==> src/rtl/i2c_pkg.sv <==
// Shared encodings for the I2C EEPROM sequencer: engine commands, bus r/w bit,
// and the state enums of the sequencer and its byte issuer.
package i2c_pkg;

   // eng_cmd: bit0 go, bit1 write(1)/read(0), bit2 stop after this byte
   localparam logic [2:0] CMD_NOP     = 3'b000;
   localparam logic [2:0] CMD_RD      = 3'b001;
   localparam logic [2:0] CMD_WR      = 3'b011;
   localparam logic [2:0] CMD_RD_STOP = 3'b101;
   localparam logic [2:0] CMD_WR_STOP = 3'b111;

   // Value of the r/w bit in the I2C control byte
   localparam logic RW_WRITE = 1'b0;
   localparam logic RW_READ  = 1'b1;

   typedef enum logic [3:0] {
      SEQ_IDLE,
      SEQ_CHECK,
      SEQ_CTRL_W,
      SEQ_ADDR_HI,
      SEQ_ADDR_LO,
      SEQ_WDATA,
      SEQ_POLL,
      SEQ_CTRL_R,
      SEQ_RDATA,
      SEQ_DONE
   } seq_state_t;

   typedef enum logic [1:0] {
      ISS_IDLE,
      ISS_ISSUE,
      ISS_WAIT_HI,
      ISS_WAIT_LO
   } iss_state_t;

   function automatic logic [7:0] ctrl_byte(input logic [6:0] dev, input logic rw);
      return {dev, rw};
   endfunction

endpackage

==> src/rtl/i2c_byte_issuer.sv <==
// Runs one engine byte transaction: a single-cycle go, then waits for busy to
// rise and fall; done/error/din are valid combinationally in the completing cycle.
module i2c_byte_issuer
   import i2c_pkg::*;
(
   input  logic       clk,
   input  logic       rst_n,
   input  logic       i_start,
   input  logic [2:0] i_cmd,
   input  logic [7:0] i_dout,
   output logic       o_idle,
   output logic       o_done,
   output logic       o_error,
   output logic [7:0] o_din,
   output logic [2:0] o_eng_cmd,
   output logic [7:0] o_eng_dout,
   input  logic       i_eng_busy,
   input  logic       i_eng_error,
   input  logic [7:0] i_eng_din,
   output iss_state_t o_state
);

   iss_state_t r_state;
   iss_state_t w_next;
   logic [2:0] r_cmd;
   logic [7:0] r_dout;

   always_ff @(posedge clk) begin
      if (!rst_n) begin
         r_state <= ISS_IDLE;
         r_cmd   <= CMD_NOP;
         r_dout  <= '0;
      end else begin
         r_state <= w_next;
         // Command and byte are captured once so eng_dout stays put until completion
         if (r_state == ISS_IDLE && i_start) begin
            r_cmd  <= i_cmd;
            r_dout <= i_dout;
         end
      end
   end

   always_comb begin
      w_next    = r_state;
      o_done    = 1'b0;
      o_eng_cmd = CMD_NOP;
      case (r_state)
         ISS_IDLE: begin
            if (i_start) w_next = ISS_ISSUE;
         end
         ISS_ISSUE: begin
            o_eng_cmd = r_cmd;
            w_next    = ISS_WAIT_HI;
         end
         ISS_WAIT_HI: begin
            if (i_eng_busy) w_next = ISS_WAIT_LO;
         end
         ISS_WAIT_LO: begin
            if (!i_eng_busy) begin
               o_done = 1'b1;
               w_next = ISS_IDLE;
            end
         end
         default: w_next = ISS_IDLE;
      endcase
   end

   assign o_idle     = (r_state == ISS_IDLE);
   assign o_error    = i_eng_error;
   assign o_din      = i_eng_din;
   assign o_eng_dout = r_dout;
   assign o_state    = r_state;

endmodule

==> src/rtl/i2c_eeprom_seq.sv <==
// EEPROM transaction sequencer: expands one burst read/write request into the
// byte command stream for the i2c engine, with page check and post-write polling.
module i2c_eeprom_seq
   import i2c_pkg::*;
#(
   parameter logic [6:0] DEV_ADDR   = 7'h50,
   parameter int         ADDR_BYTES = 2,
   parameter int         MAX_BURST  = 16,
   parameter int         PAGE_BYTES = 16,
   parameter int         POLL_LIMIT = 255,
   localparam int        LEN_W      = $clog2(MAX_BURST)
) (
   input  logic             clk,
   input  logic             rst_n,
   input  logic             req_valid,
   output logic             req_ready,
   input  logic             req_write,
   input  logic [15:0]      req_addr,
   input  logic [LEN_W-1:0] req_len,
   input  logic [7:0]       wr_data,
   input  logic             wr_valid,
   output logic             wr_ready,
   output logic [7:0]       rd_data,
   output logic             rd_valid,
   output logic             done,
   output logic             err,
   output logic [2:0]       eng_cmd,
   output logic [7:0]       eng_dout,
   input  logic [7:0]       eng_din,
   input  logic             eng_busy,
   input  logic             eng_error,
   output logic [5:0]       o_dbg_state
);

   localparam int PG_W   = $clog2(PAGE_BYTES);
   localparam int SUM_W  = LEN_W + 2;
   localparam int POLL_W = $clog2(POLL_LIMIT + 1);

   // Handshake: a request transfers on a cycle with req_valid && req_ready;
   // a write byte transfers on a cycle with wr_valid && wr_ready.

   seq_state_t       r_state;
   seq_state_t       w_next;
   logic             r_write;
   logic [15:0]      r_addr;
   logic [LEN_W-1:0] r_cnt;
   logic [POLL_W-1:0] r_poll;
   logic             r_err;
   logic [7:0]       r_rd_data;
   logic             r_rd_valid;

   logic             w_accept;
   logic             w_start;
   logic [2:0]       w_cmd;
   logic [7:0]       w_dout;
   logic             w_err_set;
   logic             w_err_val;
   logic             w_cnt_dec;
   logic             w_poll_inc;
   logic             w_rd_cap;
   logic             w_wr_ready;
   logic             w_last;
   logic [SUM_W-1:0] w_page_sum;
   logic             w_page_bad;
   logic             w_iss_idle;
   logic             w_iss_done;
   logic             w_iss_err;
   logic [7:0]       w_iss_din;
   iss_state_t       w_iss_state;

   assign w_accept   = (r_state == SEQ_IDLE) && req_valid;
   assign w_last     = (r_cnt == '0);
   assign w_page_sum = SUM_W'(r_addr[PG_W-1:0]) + SUM_W'(r_cnt) + SUM_W'(1);
   assign w_page_bad = (w_page_sum > SUM_W'(PAGE_BYTES));

   i2c_byte_issuer u_issuer (
      .clk         (clk),
      .rst_n       (rst_n),
      .i_start     (w_start),
      .i_cmd       (w_cmd),
      .i_dout      (w_dout),
      .o_idle      (w_iss_idle),
      .o_done      (w_iss_done),
      .o_error     (w_iss_err),
      .o_din       (w_iss_din),
      .o_eng_cmd   (eng_cmd),
      .o_eng_dout  (eng_dout),
      .i_eng_busy  (eng_busy),
      .i_eng_error (eng_error),
      .i_eng_din   (eng_din),
      .o_state     (w_iss_state)
   );

   always_ff @(posedge clk) begin
      if (!rst_n) begin
         r_state    <= SEQ_IDLE;
         r_write    <= 1'b0;
         r_addr     <= '0;
         r_cnt      <= '0;
         r_poll     <= '0;
         r_err      <= 1'b0;
         r_rd_data  <= '0;
         r_rd_valid <= 1'b0;
      end else begin
         r_state    <= w_next;
         r_rd_valid <= w_rd_cap;
         if (w_accept) begin
            r_write <= req_write;
            r_addr  <= req_addr;
            r_cnt   <= req_len;
            r_poll  <= '0;
         end else if (w_cnt_dec) begin
            r_cnt <= r_cnt - 1'b1;
         end
         if (w_poll_inc) r_poll <= r_poll + 1'b1;
         if (w_err_set)  r_err <= w_err_val;
         if (w_rd_cap)   r_rd_data <= w_iss_din;
      end
   end

   // A byte state starts the issuer whenever it is idle; on completion the
   // state either advances or repeats, and the next byte starts a cycle later.
   always_comb begin
      w_next     = r_state;
      w_start    = 1'b0;
      w_cmd      = CMD_NOP;
      w_dout     = '0;
      w_err_set  = 1'b0;
      w_err_val  = 1'b0;
      w_cnt_dec  = 1'b0;
      w_poll_inc = 1'b0;
      w_rd_cap   = 1'b0;
      w_wr_ready = 1'b0;
      case (r_state)
         SEQ_IDLE: begin
            if (req_valid) w_next = SEQ_CHECK;
         end
         SEQ_CHECK: begin
            if (r_write && w_page_bad) begin
               w_next    = SEQ_DONE;
               w_err_set = 1'b1;
               w_err_val = 1'b1;
            end else begin
               w_next = SEQ_CTRL_W;
            end
         end
         SEQ_CTRL_W: begin
            w_cmd   = CMD_WR;
            w_dout  = ctrl_byte(DEV_ADDR, RW_WRITE);
            w_start = w_iss_idle;
            if (w_iss_done) w_next = (ADDR_BYTES == 2) ? SEQ_ADDR_HI : SEQ_ADDR_LO;
         end
         SEQ_ADDR_HI: begin
            w_cmd   = CMD_WR;
            w_dout  = r_addr[15:8];
            w_start = w_iss_idle;
            if (w_iss_done) w_next = SEQ_ADDR_LO;
         end
         SEQ_ADDR_LO: begin
            // A read only sets the address pointer, then restarts for the read phase
            w_cmd   = r_write ? CMD_WR : CMD_WR_STOP;
            w_dout  = r_addr[7:0];
            w_start = w_iss_idle;
            if (w_iss_done) w_next = r_write ? SEQ_WDATA : SEQ_CTRL_R;
         end
         SEQ_WDATA: begin
            w_cmd      = w_last ? CMD_WR_STOP : CMD_WR;
            w_dout     = wr_data;
            w_start    = w_iss_idle && wr_valid;
            w_wr_ready = w_iss_idle && wr_valid;
            if (w_iss_done) begin
               if (w_last) w_next = SEQ_POLL;
               else        w_cnt_dec = 1'b1;
            end
         end
         SEQ_POLL: begin
            w_cmd   = CMD_WR_STOP;
            w_dout  = ctrl_byte(DEV_ADDR, RW_WRITE);
            w_start = w_iss_idle;
            if (w_iss_done) begin
               if (!w_iss_err) begin
                  w_next    = SEQ_DONE;
                  w_err_set = 1'b1;
               end else if (r_poll == POLL_W'(POLL_LIMIT - 1)) begin
                  w_next    = SEQ_DONE;
                  w_err_set = 1'b1;
                  w_err_val = 1'b1;
               end else begin
                  w_poll_inc = 1'b1;
               end
            end
         end
         SEQ_CTRL_R: begin
            w_cmd   = CMD_WR;
            w_dout  = ctrl_byte(DEV_ADDR, RW_READ);
            w_start = w_iss_idle;
            if (w_iss_done) w_next = SEQ_RDATA;
         end
         SEQ_RDATA: begin
            w_cmd   = w_last ? CMD_RD_STOP : CMD_RD;
            w_start = w_iss_idle;
            if (w_iss_done) begin
               w_rd_cap = 1'b1;
               if (w_last) begin
                  w_next    = SEQ_DONE;
                  w_err_set = 1'b1;
               end else begin
                  w_cnt_dec = 1'b1;
               end
            end
         end
         SEQ_DONE: begin
            w_next = SEQ_IDLE;
         end
         default: w_next = SEQ_IDLE;
      endcase

      // A NACK outside polling ends the request; the engine has already stopped
      if (w_iss_done && w_iss_err && r_state != SEQ_POLL) begin
         w_next    = SEQ_DONE;
         w_err_set = 1'b1;
         w_err_val = 1'b1;
         w_cnt_dec = 1'b0;
         w_rd_cap  = 1'b0;
      end
   end

   assign req_ready   = (r_state == SEQ_IDLE);
   assign wr_ready    = w_wr_ready;
   assign rd_data     = r_rd_data;
   assign rd_valid    = r_rd_valid;
   assign done        = (r_state == SEQ_DONE);
   assign err         = (r_state == SEQ_DONE) && r_err;
   assign o_dbg_state = {w_iss_state, r_state};

endmodule

==> config.mk <==
export PLATFORM = sky130hd
export DESIGN_NAME = i2c_eeprom_seq
export DESIGN_NICKNAME = d
export VERILOG_FILES = /design/src/rtl/i2c_pkg.sv /design/src/rtl/i2c_byte_issuer.sv /design/src/rtl/i2c_eeprom_seq.sv
export SDC_FILE = /design/constraint.sdc
export NUM_CORES = 1
export LEC_CHECK = 0
export ABC_AREA = 1
export ABC_CLOCK_PERIOD_IN_PS = 2400
export CORE_UTILIZATION = 45
export CTS_CLUSTER_SIZE = 24
export DETAILED_ROUTE_END_ITERATION = 10
export PLACE_DENSITY = 0.74
export SLEW_MARGIN = 20
export SYNTH_ARGS = -nofsm -noshare
export SYNTH_HDL_FRONTEND = slang
export SYNTH_SLANG_ARGS = --single-unit
==> constraint.sdc <==
create_clock -name clk -period 2.4 [get_ports clk]
set_input_delay 0.48 -clock clk [delete_from_list [all_inputs] [get_ports clk]]
set_output_delay 0.48 -clock clk [all_outputs]
set_load 0.05 [all_outputs]
## After elaboration in Yosys (flattened, before gate mapping)

Index checks and enable logic that the tools add are counted.

| storage, ports and cells | value |
|---|---|
| register bits after elaboration | 56 |
| output and inout bits | 30 |
| logic and storage cells | 134 |

| cells by class | value |
|---|---|
| equality and inequality tests | 39 |
| add/sub/neg operators | 4 |
| bitwise logic cells | 1 |
| multiplexer cells | 57 |
| reduce and logical (&&, ||, !) cells | 20 |
| magnitude comparators | 1 |

Operator list:

| kind | number |
|---|---|
| $mux W4 | 16 |
| $pmux W8 S5 | 1 |
| $pmux W4 S9 | 1 |
| $ne A3 B3 Y1 const B | 10 |
| $mux W1 | 24 |
| $ne A2 B2 Y1 const B | 12 |
| $reduce_and A11 Y1 | 2 |
| $eq A4 B3 Y1 const B | 4 |
| $mux W8 | 2 |
| $pmux W3 S5 | 1 |
| $mux W3 | 4 |
| $add A8 B1 Y8 const B | 1 |
| $eq A4 B2 Y1 const B | 2 |
| $eq A4 B4 Y1 const B | 2 |
| $eq A8 B8 Y1 const B | 1 |
| $logic_not A4 Y1 | 2 |
| $mux W2 | 4 |
| $pmux W2 S4 | 1 |
| $logic_and A1 B1 Y1 | 7 |
| $add A5 B1 Y6 const B | 1 |
| $gt A6 B5 Y1 const B | 1 |
| $reduce_or A2 Y1 | 3 |
| $reduce_or A6 Y1 | 1 |
| $add A4 B4 Y5 | 1 |
| other kinds (15) | 18 |

## Longest topological paths before layout

Gate-level depths: netlist of run 1.

| logic depth | value |
|---|---|
| depth in word-level cells | 7 |
| mapped depth | 12 |
| mapped depth without buffers | 12 |

## Hierarchy

A second synthesis of run 1 with hierarchy kept.

| second synthesis, totals | value |
|---|---|
| cell total of the unflattened synthesis | 460 |
| area, all modules | 3105.5 µm² |

By module, submodules not included:

| module | area an instance (µm²) | cells an instance | instances | seq. area each (µm²) |
|---|---|---|---|---|
| i2c_eeprom_seq | 2414.8 | 363 | 1 | 860.8 |
| i2c_byte_issuer | 690.7 | 97 | 1 | 260.2 |

## Worst setup path after synthesis of run 1

Ideal clock, no wire load.

| timing | value |
|---|---|
| path kind | register -> output |
| start point | register r_state[0] |
| end point | output port err |
| slack | -0.141 ns |
| cell stages (with the launch flop) | 3 |
| arrival | 2.061 ns |
| cell sequence | dfxtp_1 -> nand2_1 -> nor3_1 |

| between the ends | value |
|---|---|
| longest elaborated chain between the ends | 2 |

Ends and longest elaborated chain:

| element | RTL line | RTL |
|---|---|---|
| from (decl) | i2c_eeprom_seq.sv:42 | `seq_state_t r_state;` |
| from (signal assigned) | i2c_eeprom_seq.sv:105 | `r_state <= w_next;` |
| $eq A4 B4 Y1 | i2c_eeprom_seq.sv:233 | `assign err = (r_state == SEQ_DONE) && r_err;` |
| $logic_and A1 B1 Y1 | i2c_eeprom_seq.sv:233 |  |
| to (decl) | i2c_eeprom_seq.sv:26 | `output logic err,` |

Every way passes these cells.

## Final worst setup path of run 1

| timing | value |
|---|---|
| start point | register r_state[3] |
| end point | output port o_dbg_state[3] |

RTL lines:

| element | RTL line | RTL |
|---|---|---|
| to (decl) | i2c_eeprom_seq.sv:32 | `output logic [5:0] o_dbg_state` |

No word-level cell between the ends.

==> summary.txt, run 1 <==
switching share of total power: 47.9%
nature of the critical path startpoint: flip-flop
initial DRC count: 186
first-pass GRT wire length: 12700 µm
Max FO, Critical Path: 7
syn avg cell area: 6.85 µm²
HPWL after detailed placement: 5730 µm
Area after DPL: 0.00380 mm²
Final Skew: 6.58 ps
CP top delay family: buffers and inverters
unrepaired setup endpoints after global routing: no
RePlAce Congestion: 0.904
WHS: 461 ps
Bufs and invs on worst path: 1
Max Clock Freq: 0.457 GHz
Layout area overhead: 30.7%
H-tree depth: 2
final wirelength: 7600 µm
total power: 0.00410 W
syn_nets: 490
top cell type's share of synthesized area: 37.6%
Cell Pwr Density: 1050 mW/mm²
outcome: finished, final reports clean
most frequent cells in the layout: 82 x nand2_1, 68 x nor2_1, 65 x clkdlybuf4s50_1
clk slew on worst S/H paths: 100 ps
Comb pwr share: 54.1%
Slew Limit Fails: 0
worst path cell trace: clkdlybuf4s50_1
share of cells above drive strength 1: 8.25%
DRT Pass-1 Iters: 5
final hold viol count: 0
diodes inserted: 0
Root Buffer: clkbuf_8
clock latency on the worst-skew pair: 320 ps
Distinct cells, synth: 31
maximum VDD drop: 0.824 mV
DR WL/cell: 13.0 µm
GRT Total Usage: 22.5%
hold crit path type: reg2reg
Tightest Pin Transition: 507 ps
post-synthesis sequential area ratio: 37.6%
setup TNS: 0 ps
maxcap violations: 0
Die Y: 83.4 µm
Clock Path Buffers: 2
WP data required: 1920 ps
initial antenna violation count: 0
Antenna Nets Post-Route: 0
core area: 0.00639 mm²
area of the die: 0.00696 mm²
via count: 3018
net switching power figure: 0.00197 W
minimum clock period: 2190 ps
endpoint class of the critical path: output port
post-synth top area cell: dfxtp_1
IO Port Bufs: 72
postcts setup bufs: 0
CP peak stage delay: 870 ps
LEAKAGE: 1.71 nW
PostCTS Resize Cnt: 0
endpoints failing setup: 0
vias per cell: 5.15
Initial Util: 46.7%
period utilisation layout: 91.2%
row count: 29
CP max-delay cell: clkdlybuf4s50_1
Remaining Overflow, GRT: 0
worst slack, placed: 164 ps
cell count after synthesis: 435
warnings from Yosys: 0
Crit Path Class: reg2out
NumNets Final: 563
relative slew slack: 66.1%
Synth area leaders: dfxtp_1 38%, nand2_1 10%, nor2_1 8.6%
I/O pins: 73
CP arrival: 1710 ps
commonest non-fill, non-tap cell in the layout: nand2_1
Die W: 83.4 µm
vias in the first global route: 2746
Yosys reg bits: 56
clock network fraction of total power: 13.2%
Finished Cell Area: 0.00390 mm²
sequential power share: 32.7%
Num CTS Buffers: 5
clock sinks: 56
Remaining DRCs: 0
worst setup margin: 212 ps
pin count of the biggest net entering global routing: 27
Mapped Area: 0.00298 mm²
P_int: 0.00214 W
CTS Hold Bufs: 0
CTS tree: done
-- per-layer routing --
metal,wire length (µm),track usage [%],vias up
met5,0,0,-
met4,91,6.58,0
met3,416,4.67,12
met2,3490,35.9,95
met1,3600,30.7,1354
li1,-,-,1557
-- Yosys cell counts, drive strengths merged --
master	n
a21oi	40
nand3	27
dfxtp	56
fa	1
nor3	2
a21boi	1
nand4	6
a211oi	6
buf	5
nor2	76
o21ai	49
ha	11
o22ai	4
nand2	84
o31ai	1
a31oi	1
nand3b	2
or2	1
clkbuf	8
inv	54
-- power by group through the flow --
stage | Clock (W) | Combinational (W) | Sequential (W)
6_report | 0.000540 | 0.00222 | 0.00134
5_1_grt | 0.000580 | 0.00246 | 0.00138
4_1_cts | 0.000553 | 0.00222 | 0.00134
3_5_place_dp | 0 | 0.00221 | 0.00136
3_3_place_gp | 0 | 0.00217 | 0.00136
2_1_floorplan | 0 | 0.00130 | 0.00165
-- logic make-up after synthesis --
kind of cell / synth area share, %
fa+ha+maj: 5.29
simple gates: 29.3
flops: 37.6
compound gates: 18.9
buf+inv: 8.85
-- final timing paths --
path	startpoint	to	slack, ps	depth (start not counted)
worst max-delay path	r_state[3]	o_dbg_state[3]	210	1
worst min-delay path	r_addr[6]	r_addr[6]	460	2
worst max register to register	r_cnt[0]	r_state[0]	360	10
worst min register to register	r_addr[6]	r_addr[6]	460	2
-- per-stage QoR --
stage / util, % / cells
final: 61.0 / 586
after global routing: 61.0 / 586
after CTS: 60.9 / 586
after detailed placement: 59.5 / 578
after global placement: 59.5 / 578
after floorplan: - / 435
-- area by class of cell --
| class | instances | area (µm²) |
|---|---|---|
| fill | 601 | 2490 |
| multi-input combinational | 312 | 1600 |
| sequential | 56 | 1120 |
| timing repair buffer | 79 | 783 |
| inverter | 54 | 203 |
| tap | 77 | 96.3 |
| clock buffer | 5 | 68.8 |
| clock inverter | 3 | 22.5 |
-- registers in the layout, indices dropped and copies added (netlist names) --
signal               count
r_state                  4
rd_valid                 1
u_issuer.r_cmd           3
r_write                  1
rd_data                  8
r_poll                   8
r_cnt                    4
r_err                    1
u_issuer.o_eng_dout      8
u_issuer.o_state         2
r_addr                  16
(Power assumes the default switching activity.)
==> run 2: changes to the inputs <==
ABC_AREA = 0   (was 1)
CELL_PAD_IN_SITES_DETAIL_PLACEMENT = 0   (was unset)
CELL_PAD_IN_SITES_GLOBAL_PLACEMENT = 2   (was unset)
CORE_UTILIZATION = 28   (was 45)
PLACE_DENSITY = unset   (was 0.74)
PLACE_DENSITY_LB_ADDON = 0.1   (was unset)
RECOVER_POWER = 100   (was unset)
==> run 2 against run 1 <==
Routed wire length up 10%. Critical path depth up 3. Register-to-register slack worse by 200 ps. Sequential share of layout area down 0.30 points. Clock power up 3%. Global-route usage down 6.6 points. Combinational power up 5%. Critical path type unchanged. Largest cell class unchanged.
==> summary.txt, run 2 <==
top cell type's share of synthesized area: 38.6% (was 37.6%)
worst setup margin: 123 ps (was 212 ps)
Post-synth top cells: 56 x dfxtp_1, 50 x nand2_1, 45 x nor2_1 (was 82 x nand2_1, 68 x nor2_1, 56 x dfxtp_1)
warnings from Yosys: 0 (unchanged)
Max FO, Critical Path: 14 (was 7)
area of the die: 0.0108 mm² (was 0.00696 mm²)
row count: 36 (was 29)
Remaining DRCs: 0 (unchanged)
Final Skew: 8.59 ps (was 6.58 ps)
unrepaired setup endpoints after global routing: no (unchanged)
H-tree depth: 2 (unchanged)
WP data required: 1920 ps (about the same)
DR WL/cell: 14.6 µm (was 13.0 µm)
Layout area overhead: 35.5% (was 30.7%)
post-synth top area cell: dfxtp_1 (unchanged)
Bufs and invs on worst path: 2 (was 1)
Die W: 104 µm (was 83.4 µm)
sequential power share: 30.9% (was 32.7%)
outcome: finished, final reports clean (unchanged)
clock latency on the worst-skew pair: 310 ps (was 320 ps)
Slew Limit Fails: 0 (unchanged)
minimum clock period: 2280 ps (was 2190 ps)
final wirelength: 8390 µm (was 7600 µm)
Mapped Area: 0.00291 mm² (was 0.00298 mm²)
HPWL after detailed placement: 6340 µm (was 5730 µm)
CP peak stage delay: 460 ps (was 870 ps)
vias per cell: 4.79 (was 5.15)
setup TNS: 0 ps (unchanged)
Die Y: 104 µm (was 83.4 µm)
commonest non-fill, non-tap cell in the layout: dfxtp_1 (was nand2_1)
clock sinks: 56 (unchanged)
endpoints failing setup: 0 (unchanged)
PostCTS Resize Cnt: 0 (unchanged)
fill cell count: 1062 (was 601)
via count: 2757 (was 3018)
CP top delay family: buffers and inverters (unchanged)
CP max-delay cell: dfxtp_1 (was clkdlybuf4s50_1)
Antenna Nets Post-Route: 0 (unchanged)
relative slew slack: 45.9% (was 66.1%)
CTS tree: done (unchanged)
CTS Hold Bufs: 0 (unchanged)
Clock Path Buffers: 2 (unchanged)
NumNets Final: 497 (was 563)
RePlAce Congestion: 0.763 (was 0.904)
hold crit path type: reg2reg (unchanged)
initial antenna violation count: 0 (unchanged)
most common cell in the synthesized netlist: dfxtp_1 (was nand2_1)
number of flops mapped to enable cells by yosys: 0 (unchanged)
P_int: 0.00223 W (was 0.00214 W)
Main synth FF type: dfxtp_1 (unchanged)
ys async rst share: 0% (unchanged)
Initial Util: 29.3% (was 46.7%)
pin count of the biggest net entering global routing: 21 (was 27)
Root Buffer: clkbuf_8 (unchanged)
switching share of total power: 46.7% (was 47.9%)
diodes inserted: 0 (unchanged)
worst slack, placed: 70.7 ps (was 164 ps)
nature of the critical path startpoint: flip-flop (unchanged)
Yosys reg bits: 56 (unchanged)
worst path cell trace: buf_4 > nor2b_2 > and4_1 > buf_2 (was clkdlybuf4s50_1)
Comb pwr share: 55.9% (was 54.1%)
clock network fraction of total power: 13.2% (about the same)
CP arrival: 1800 ps (was 1710 ps)
Remaining Overflow, GRT: 0 (unchanged)
syn_nets: 417 (was 490)
post-synthesis sequential area ratio: 38.6% (was 37.6%)
syn avg cell area: 8.03 µm² (was 6.85 µm²)
most frequent cells in the layout: 55 x dfxtp_1, 50 x nand2_1, 45 x nor2_1 (was 82 x nand2_1, 68 x nor2_1, 65 x clkdlybuf4s50_1)
period utilisation layout: 94.9% (was 91.2%)
share of cells above drive strength 1: 10.2% (was 8.25%)
clk slew on worst S/H paths: 100 ps (about the same)
DRT Pass-1 Iters: 4 (was 5)
LEAKAGE: 1.59 nW (was 1.71 nW)
core area: 0.00991 mm² (was 0.00639 mm²)
Tightest Pin Transition: 811 ps (was 507 ps)
GRT Total Usage: 16.0% (was 22.5%)
Cell Pwr Density: 1060 mW/mm² (was 1050 mW/mm²)
initial DRC count: 106 (was 186)
maxcap violations: 0 (unchanged)
net switching power figure: 0.00196 W (was 0.00197 W)
cell count after synthesis: 362 (was 435)
max reg flops: 16 (unchanged)
Crit Path Class: reg2out (unchanged)
final hold viol count: 0 (unchanged)
IO Port Bufs: 72 (unchanged)
Num CTS Buffers: 5 (unchanged)
Reg with most FFs: r_addr (unchanged)
I/O pins: 73 (unchanged)
Synth area leaders: dfxtp_1 39%, nand2_1 6.5%, mux2i_1 5.9% (was dfxtp_1 38%, nand2_1 10%, nor2_1 8.6%)
Distinct cells, synth: 53 (was 31)
maximum VDD drop: 0.523 mV (was 0.824 mV)
first-pass GRT wire length: 13900 µm (was 12700 µm)
postcts setup bufs: 0 (unchanged)
vias in the first global route: 2706 (was 2746)
endpoint class of the critical path: output port (unchanged)
Max Clock Freq: 0.439 GHz (was 0.457 GHz)
## run 2: power by group through the flow
stage | Sequential (W) | Clock, W | Combinational, W
after floorplan | 0.00151 | 0 | 0.00137
after global placement | 0.00132 | 0 | 0.00246
after detailed placement | 0.00133 | 0 | 0.00248
after CTS | 0.00131 | 0.000586 | 0.00248
after global routing | 0.00132 | 0.000624 | 0.00260
final | 0.00129 | 0.000554 | 0.00234
## run 2: cell type report
class / count / area [µm²] / area share, %
Clock buffer: 6 / 82.6 / 2.10
Clock inverter: 2 / 10.0 / 0.254
Inverter: 12 / 45.0 / 1.14
Multi-Input combinational cell: 274 / 1670 / 42.4
Sequential cell: 56 / 1120 / 28.5
Tap cell: 133 / 166 / 4.22
Timing Repair Buffer: 93 / 842 / 21.4
## run 2: logic make-up (layout without fill, tap and decap cells)
family | after synthesis | count (layout) | synth area share, %
and+or+nand+nor | 157 | 157 | 26.2
AOI/OAI and AO/OA | 81 | 81 | 16.9
DFF | 56 | 56 | 38.6
buffers and inverters | 32 | 113 | 4.69
muxes | 20 | 20 | 7.01
adders and majority gates | 12 | 12 | 5.42
xor gates and xnor gates | 4 | 4 | 1.20
## run 2: path summary, 6_finish.rpt
kind / end / cells past startpoint / slack (ps) / startpoint
setup reg to reg: r_state[3] / 9 / 160 / r_cnt[0]
hold reg to reg: r_addr[7] / 2 / 460 / r_addr[7]
hold / removal: r_addr[7] / 2 / 460 / r_addr[7]
setup / recovery: wr_ready / 4 / 120 / r_state[2]
## run 2: worst reg2reg max path, cell delays in order (launching register included)
cell and delay, ps:
dfxtp_1 350, inv_1 90, ha_1 210, fa_1 440, xnor2_2 180, a211oi_1 280, nor3_2 100, a31oi_2 250
nand4_1 120, o311a_1 140
## run 2: per-stage QoR
step	hold WS [ps]	std cells	util, %	instance area [µm²]	total power, W
2_1_floorplan	432	362	-	2920	0.00288
3_3_place_gp	439	568	39.5	3920	0.00379
3_5_place_dp	449	568	39.5	3920	0.00380
4_1_cts	465	576	40.5	4010	0.00437
5_1_grt	483	576	39.8	3940	0.00454
6_report	463	576	39.8	3940	0.00419
## run 2: per-layer routing
layer  vias up  track usage (%)  wire length (µm)
met2        56             24.8              3760
met4         0             4.80               102
li1       1434                -                 -
met1      1260             22.5              4200
met5         -                0                 0
met3         7             2.69               332
==> RTL edit (config.mk and constraints of run 2) <==
Reset style: asynchronous (`rst_n`), changed in 2 clocked blocks.
--- a/src/rtl/i2c_byte_issuer.sv
+++ b/src/rtl/i2c_byte_issuer.sv
@@ -27,3 +27,3 @@
 
-   always_ff @(posedge clk) begin
+   always_ff @(posedge clk or negedge rst_n) begin
       if (!rst_n) begin
--- a/src/rtl/i2c_eeprom_seq.sv
+++ b/src/rtl/i2c_eeprom_seq.sv
@@ -93,3 +93,3 @@
 
-   always_ff @(posedge clk) begin
+   always_ff @(posedge clk or negedge rst_n) begin
       if (!rst_n) begin
Formal check against the unedited RTL: differs if rst_n is asserted again (counterexample within 4 cycles, from zero or initial values and one cycle with rst_n low); with rst_n held inactive, the same outputs for 10 cycles.
==> RTL edit against run 2 <==
The flow now finishes with violations (max-capacitance violations, max-slew violations); routed wire length grew 1.8%; power grew 25%; highest routed layer unchanged; hold slack improved by 0.00095 ns; sequential cell count did not move; first-iteration DRC count fell by 19%; cell area rose by 6.5%; largest cell class unchanged; global-route usage fell by 0.50 points; area after synthesis up 8.6%; critical path type unchanged; worst setup slack gained 0.048 ns; largest power group unchanged.
==> RTL edit: results (changes against run 2) <==
.. list-table::
   :header-rows: 1

   * - Metric
     - Value
   * - Synth Area in Adders
     - 0.0499 (-0.00430)
   * - Xor and xnor fraction of the mapped netlist area
     - 0.0111 (-0.000955)
   * - Largest net degree at the start of global routing
     - 36 (+71%)
   * - Syn_nets
     - 351 (-16%)
   * - Routed vias
     - 2583 (-6.3%)
   * - FFs & Latches
     - 56 (unchanged)
   * - Multi-input gate count
     - 217 (-21%)
   * - Final net count
     - 439 (-12%)
   * - Synth area leaders
     - sky130_fd_sc_hd__dfrtp_1 44%, sky130_fd_sc_hd__mux2_2 6.8%, sky130_fd_sc_hd__mux2_4 4.8%
   * - Failing checks
     - max-capacitance violations, max-slew violations
   * - Global-route wire length before repair
     - 13800 um (-0.65%)
   * - Critical Path Start
     - r_state[0]
   * - Final Cell Area
     - 0.00420 mm2 (+6.5%)
   * - Number of ordinary inverters in the final layout
     - 11 (-1)
   * - Max_cap viols
     - 1 (+1)
   * - Relative contribution of the clock network to total power
     - 0.148 (+0.016)
   * - Share of the synthesized area in compound gates (AO/OA/AOI/OAI)
     - 0.178 (+0.00879)
   * - Beginning of the worst register-to-register path
     - u_issuer.o_state[1]
   * - Highest attainable clock frequency
     - 449 MHz (+2.1%)
   * - Worst EP arrival
     - 1.75 ns (-0.05 ns)
   * - Internal Pwr Total
     - 0.00284 W (+27%)
   * - Post-Route WL
     - 8540 um (+1.8%)
   * - Status
     - finished with violations
   * - Placed insts
     - 517 (-9.0%)
   * - Max-slew violations
     - 22 (+22)
   * - Mapped Cells
     - 296 (-18%)
   * - Leakage component of the power
     - 1.84 nW (+16%)
   * - Sequential cell area
     - 0.00140 mm2 (+25%)
RTL edit: cell types whose count changed after synthesis, sizes merged, moves of 6 or more:
cell,before,now
dfrtp,0,56
mux2i,17,0
a22o,0,10
nor3,12,3
a21oi,32,14
mux2,3,30
a22oi,0,8
o21ai,20,26
nand2,50,18
dfxtp,56,0
nor2,45,19
nand2b,2,8
RTL edit: worst max-delay path, stage by stage (launching register included):
cell	delay, ns
sky130_fd_sc_hd__dfrtp_1	0.65
sky130_fd_sc_hd__nor2b_1	0.32
sky130_fd_sc_hd__nand3_1	0.11
sky130_fd_sc_hd__nor2_1	0.09
sky130_fd_sc_hd__clkbuf_2	0.29
RTL edit: timing repair:
| action | 4_1_cts | 5_1_grt |
|---|---|---|
| buffers inserted | 0 | 0 |
| resized for setup | 0 | 1 |
| endpoints found under the setup margin | 0 | 3 |
| hold buffers | 0 | 0 |
RTL edit: routing by layer:
metal	part of all wire	vias up	GRT usage
met4	0.0075	0	0.0362
met3	0.034	6	0.0247
met2	0.48	50	0.257
li1	-	1250	-
met5	0	-	0
met1	0.48	1277	0.209
RTL edit: worst min path at each step:
| stage | cells past startpoint | to | slack (ns) | start |
|---|---|---|---|---|
| 2_1_floorplan | 0 | r_addr[0] | 0.18 | rst_n |
| 3_3_place_gp | 1 | u_issuer.r_cmd[0] | 0.44 | u_issuer.r_cmd[0] |
| 3_5_place_dp | 1 | u_issuer.r_cmd[0] | 0.45 | u_issuer.r_cmd[0] |
| 4_1_cts | 1 | rd_data[0] | 0.20 | rst_n |
| 5_1_grt | 1 | u_issuer.r_cmd[0] | 0.48 | u_issuer.r_cmd[0] |
| 6_report | 1 | u_issuer.r_cmd[0] | 0.46 | u_issuer.r_cmd[0] |
